**src/rtl/cordic_sched.sv**
```systemverilog
// cordic_sched: two-requester round-robin front end for a fixed-latency
// cosine pipeline. It accepts one operand per cycle, drives it into the
// pipeline, and routes each result back to the requester that issued it,
// in acceptance order.
// Optional build macro CORDIC_SCHED_PERF_EN adds the saturating
// issue_cnt / conflict_cnt performance counters.
module cordic_sched #(
    parameter int W   = 32,
    parameter int LAT = 4
) (
    input  logic         clk,
    input  logic         rst,
    input  logic         req0_valid,
    input  logic [W-1:0] req0_data,
    output logic         req0_ready,
    input  logic         req1_valid,
    input  logic [W-1:0] req1_data,
    output logic         req1_ready,
    output logic         rsp0_valid,
    output logic [W-1:0] rsp0_data,
    output logic         rsp1_valid,
    output logic [W-1:0] rsp1_data,
    output logic [W-1:0] dp_operand,
    input  logic [W-1:0] dp_result,
    output logic         busy,
    output logic [4:0]   inflight
`ifdef CORDIC_SCHED_PERF_EN
    ,
    output logic [15:0]  issue_cnt,
    output logic [15:0]  conflict_cnt
`endif
);

    // At LAT=31 up to 32 operations can be outstanding, one more than the
    // 5-bit port can show, so the internal count is 6 bits and the port
    // saturates.
    function automatic logic [4:0] sat_inflight(input logic [5:0] v);
        return v[5] ? 5'h1f : v[4:0];
    endfunction

    logic           grant0;
    logic           grant1;
    logic           accept;
    logic           last_gnt;     // requester id of the most recent grant
    logic [LAT-1:0] tag_vld_sr;
    logic [LAT-1:0] tag_id_sr;
    logic           ret_vld_p1;   // result for this tag appears on dp_result now
    logic           ret_id_p1;
    logic [5:0]     cnt;

    // Round-robin arbitration: sole valid wins, on a tie the requester not
    // granted last wins; nothing is granted while in reset.
    always_comb begin
        grant0 = 1'b0;
        grant1 = 1'b0;
        if (!rst) begin
            if (req0_valid && (!req1_valid || last_gnt)) begin
                grant0 = 1'b1;
            end else if (req1_valid) begin
                grant1 = 1'b1;
            end
        end
    end

    assign req0_ready = grant0;
    assign req1_ready = grant1;
    assign accept     = grant0 | grant1;

    // Pointer update and operand register, both only on an accepting edge.
    always_ff @(posedge clk or posedge rst) begin
        if (rst) begin
            last_gnt   <= 1'b1;
            dp_operand <= '0;
        end else if (accept) begin
            last_gnt   <= grant1;
            dp_operand <= grant1 ? req1_data : req0_data;
        end
    end

    // Tag shift register: one slot per pipeline cycle, then a retire stage
    // that lines up with the cycle dp_result carries the matching result.
    always_ff @(posedge clk or posedge rst) begin
        if (rst) begin
            tag_vld_sr <= '0;
            tag_id_sr  <= '0;
            ret_vld_p1 <= 1'b0;
            ret_id_p1  <= 1'b0;
        end else begin
            tag_vld_sr[0] <= accept;
            tag_id_sr[0]  <= grant1;
            for (int i = 1; i < LAT; i++) begin
                tag_vld_sr[i] <= tag_vld_sr[i-1];
                tag_id_sr[i]  <= tag_id_sr[i-1];
            end
            ret_vld_p1 <= tag_vld_sr[LAT-1];
            ret_id_p1  <= tag_id_sr[LAT-1];
        end
    end

    // Response capture: only the addressed port's data moves; strobes last one cycle.
    always_ff @(posedge clk or posedge rst) begin
        if (rst) begin
            rsp0_valid <= 1'b0;
            rsp1_valid <= 1'b0;
            rsp0_data  <= '0;
            rsp1_data  <= '0;
        end else begin
            rsp0_valid <= ret_vld_p1 && !ret_id_p1;
            rsp1_valid <= ret_vld_p1 && ret_id_p1;
            if (ret_vld_p1 && !ret_id_p1) begin
                rsp0_data <= dp_result;
            end
            if (ret_vld_p1 && ret_id_p1) begin
                rsp1_data <= dp_result;
            end
        end
    end

    // Outstanding-operation count: +1 per accept, -1 per returned strobe.
    always_ff @(posedge clk or posedge rst) begin
        if (rst) begin
            cnt <= '0;
        end else begin
            cnt <= cnt + 6'(accept) - 6'(ret_vld_p1);
        end
    end

    assign inflight = sat_inflight(cnt);
    assign busy     = (cnt != 6'd0);

`ifdef CORDIC_SCHED_PERF_EN
    function automatic logic [15:0] sat_inc16(input logic [15:0] v);
        return (v == 16'hffff) ? v : v + 16'd1;
    endfunction

    // Performance counters: acceptances and both-valid cycles, saturating.
    always_ff @(posedge clk or posedge rst) begin
        if (rst) begin
            issue_cnt    <= '0;
            conflict_cnt <= '0;
        end else begin
            if (accept) begin
                issue_cnt <= sat_inc16(issue_cnt);
            end
            if (req0_valid && req1_valid) begin
                conflict_cnt <= sat_inc16(conflict_cnt);
            end
        end
    end
`endif

endmodule
```
**config.mk**
```make
export PLATFORM = sky130hd
export DESIGN_NAME = cordic_sched
export DESIGN_NICKNAME = d
export VERILOG_FILES = /design/src/rtl/cordic_sched.sv
export SDC_FILE = /design/constraint.sdc
export NUM_CORES = 1
export LEC_CHECK = 0
export ABC_AREA = 1
export CORE_AREA = 2 2 106 108
export CTS_CLUSTER_DIAMETER = 30
export DETAILED_ROUTE_END_ITERATION = 6
export DIE_AREA = 0 0 108 110
export HOLD_SLACK_MARGIN = 0.03
export PLACE_DENSITY = 0.85
export SYNTH_ARGS = -nofsm -noshare
export SYNTH_HDL_FRONTEND = slang
export SYNTH_SLANG_ARGS = --single-unit
```
**constraint.sdc**
```tcl
create_clock -name clk -period 11.3 [get_ports clk]
set_input_delay 2.825 -clock clk [delete_from_list [all_inputs] [get_ports clk]]
set_output_delay 2.825 -clock clk [all_outputs]
set_load 0.05 [all_outputs]
```
==> impl_metrics.json <==
{
  "grt_pass1_wl_mm": 20.2,
  "postSynthCellCount": 498,
  "core_region_area_mm2": 0.0107,
  "ys.flop_type": "dfrtp_1",
  "rows": 38,
  "hold_buffers": 0,
  "synth_area_mm2": 0.00472,
  "gr-total-overflow": 0,
  "via_per_inst": 5.15,
  "wl_per_cell_um": 15.1,
  "setup_viol": 0,
  "antenna_found_initial": 0,
  "yosysSeqAreaShare": 0.610,
  "synthXorXnorAreaFrac": 0.00557,
  "die_area_mm2": 0.0119,
  "yosys.area.top_type": "dfrtp_1",
  "yosys-top-cells-count": "dfrtp_1 (114), nand2_1 (109), nand3_1 (66)",
  "drive_above_1_share": 0.0568,
  "slowest_stage": "clkdlybuf4s50_1",
  "r2r_setup_slack_ps": 8100,
  "status": "completed",
  "power.density_mw_per_mm2": 246,
  "post_cts_buffers": 0,
  "synth-compound-area-share": 0.0745,
  "power.leakage_nw": 3.44,
  "tightest_slew_ps": 1230,
  "crit_arrival_ps": 6080,
  "fin_crit_ps": 8900,
  "hold_violations": 0,
  "globalplace.congestion": 0.959,
  "fin_tns_setup_ps": 0,
  "grt_busiest_layer": "met2",
  "synth_warnings": 0,
  "p_seq_frac": 0.303,
  "r2r-end": "cnt[4]$_DFF_PP0_",
  "cts_num_sinks": 115,
  "fillers": 768,
  "slew_violations": 0,
  "worst_path_most_repeated_cell": "clkdlybuf4s50_1",
  "power.internal_mw": 1.11,
  "dieWidth_um": 108,
  "synth_area_leaders": "dfrtp_1 (60%), nand2_1 (8.7%), nand3_1 (7.0%), o21ai_0 (6.8%), nand4_1 (4.5%)",
  "grt_max_degree": 88,
  "clk_latency_ps": 510,
  "placed_area_mm2": 0.00682,
  "numCtsBuffers": 17,
  "syn_area_per_cell_um2": 9.47,
  "synth_top_family_by_area": "simple AND/OR/NAND/NOR gates",
  "whs_path_depth": 0,
  "yosysUniqueCellTypes": 22,
  "area_delta_synth_final_pct": 57.6,
  "synthSimpleGateAreaFrac": 0.211,
  "startpoint": "req0_valid",
  "timing.rr.start": "last_gnt$_DFFE_PP1N_",
  "hp-class": "reg2reg",
  "gr-usage-all-layers": 0.218,
  "worstPathRequired_ps": 8480,
  "die_h_um": 110,
  "finalClockSkew_ps": 9.03,
  "switchingPower_mw": 0.719,
  "cts_tree": "built",
  "synth-edff-count": 0,
  "cp_max_fo": 34,
  "syn_nets": 607,
  "rsz0062_at_grt": "no",
  "crit_type": "in2out",
  "period_share": 0.788,
  "drtIter0Drc": 299,
  "pwr-share-clk": 0.298,
  "dr.pass1.iters": 6,
  "rr_worst_depth": 10,
  "netlist.area_leader.share": 0.605,
  "cts_resized": 0,
  "htree_levels": 4,
  "nets": 800,
  "boundaryPins": 206,
  "switching_share": 0.392,
  "cts.clk_slew.worst_paths_ps": 60,
  "pwr-share-comb": 0.399,
  "via_count": 4349,
  "grt_use_met3": 0.0629,
  "clock_path_buffers": 2,
  "startpoint_type": "primary input",
  "slowest_delay_ps": 1300,
  "postLayoutCellArea_mm2": 0.00743,
  "hpwl_mm": 8.93,
  "initial_core_util": 0.441,
  "ant_nets": 0,
  "use_met1": 0.262,
  "cp-end-kind": "output port",
  "grt_pass1_vias": 4259,
  "use_met2": 0.360,
  "path_cells": "clkdlybuf4s50_1 -> nand3_2 -> inv_1 -> clkdlybuf4s50_1",
  "synth_seq_cells": 115,
  "max_freq_ghz": 0.112,
  "port_buffers": 205,
  "n_antenna_cell": 0,
  "slew_headroom": 0.175,
  "power_mw": 1.83,
  "vdd.ir_drop.worst_uv": 116,
  "drt_wl_total_mm": 12.7,
  "async_flop_share": 1.00,
  "clock-root-buffer": "clkbuf_8",
  "drc": 0,
  "worst_setup_path_endpoint": "req0_ready",
  "synth.area.mux_share": 0,
  "yosysMostFrequentCell": "dfrtp_1",
  "drv_cap": 0,
  "synthAdderAreaFrac": 0.0255
}
[worst min-delay path by stage]
| stage | start | end | slack [ps] |
|---|---|---|---|
| after global routing | tag_vld_sr[2]$_DFF_PP0_ | tag_vld_sr[3]$_DFF_PP0_ | 360 |
| final | tag_vld_sr[3]$_DFF_PP0_ | ret_vld_p1$_DFF_PP0_ | 350 |
| after floorplan | tag_id_sr[3]$_DFF_PP0_ | ret_id_p1$_DFF_PP0_ | 330 |
| after global placement | tag_id_sr[1]$_DFF_PP0_ | tag_id_sr[2]$_DFF_PP0_ | 330 |
| after detailed placement | tag_id_sr[1]$_DFF_PP0_ | tag_id_sr[2]$_DFF_PP0_ | 340 |
| after CTS | tag_vld_sr[3]$_DFF_PP0_ | ret_vld_p1$_DFF_PP0_ | 350 |
[metal layers]
metal  wire (µm)  vias to the layer above
met3        1140                       27
met2        6280                      235
met5           0                        -
met1        4990                     2061
li1            -                     2026
met4         303                        0
[cell families (layout without fill, tap and decap cells)]
logic type,count (synthesis),count (layout)
and+or+nand+nor,217,217
DFF,115,115
buffers and inverters,86,292
AOI/OAI and AO/OA,68,68
adders and majority gates,9,9
xor gates and xnor gates,3,3
[through the flow]
| stage | hold WS, ps | util | setup slack, ps | instances |
|---|---|---|---|---|
| 2_1_floorplan | 331 | - | 3720 | 498 |
| 3_3_place_gp | 332 | 0.637 | 2550 | 812 |
| 3_5_place_dp | 336 | 0.637 | 2460 | 812 |
| 4_1_cts | 348 | 0.695 | 2440 | 844 |
| 5_1_grt | 356 | 0.695 | 2190 | 844 |
| 6_report | 346 | 0.695 | 2400 | 844 |
[cells in the final DEF (no fill, tap or decap), types with 2 or more instances in the layout]
master,n
a21oi_1,3
bufinv_16,4
clkbuf_16,16
clkbuf_8,2
clkdlybuf4s50_1,205
clkinv_2,2
clkinvlp_4,6
dfrtp_1,114
ha_1,8
inv_1,52
nand2_1,108
nand2_2,3
nand3_1,66
nand4_1,34
nor2_1,4
o21ai_0,64
xor2_1,2
[power by group through the flow]
stage	combinational [mW]	clock (mW)	sequential, mW
3_5_place_dp	0.731	0	0.559
6_report	0.731	0.546	0.555
5_1_grt	0.775	0.576	0.564
2_1_floorplan	0.217	0	0.810
3_3_place_gp	0.710	0	0.557
4_1_cts	0.733	0.556	0.555
[state kept, by name (all words and copies together), names as in the netlist]
signal,flops
ret_vld_p1,1
rsp1_data,32
ret_id_p1,1
rsp1_valid,1
dp_operand,32
tag_id_sr,4
last_gnt,1
tag_vld_sr,4
rsp0_valid,1
rsp0_data,32
cnt,6
[area by class of cell]
cell class,count,area [µm²],share of cell area
clock inverters,13,184,0.0247
inverters,54,208,0.0279
flip-flops and latches,115,2880,0.387
repair buffers,206,2060,0.277
clock buffers,19,432,0.0581
well taps,140,175,0.0236
multi-input cells,297,1500,0.201
[critical path, delay by kind of cell]
family                 cells  cell delay (ps)
buffers and inverters      3             2400
and+or+nand+nor            1              850
No activity file was read; power rests on OpenSTA's default activity.
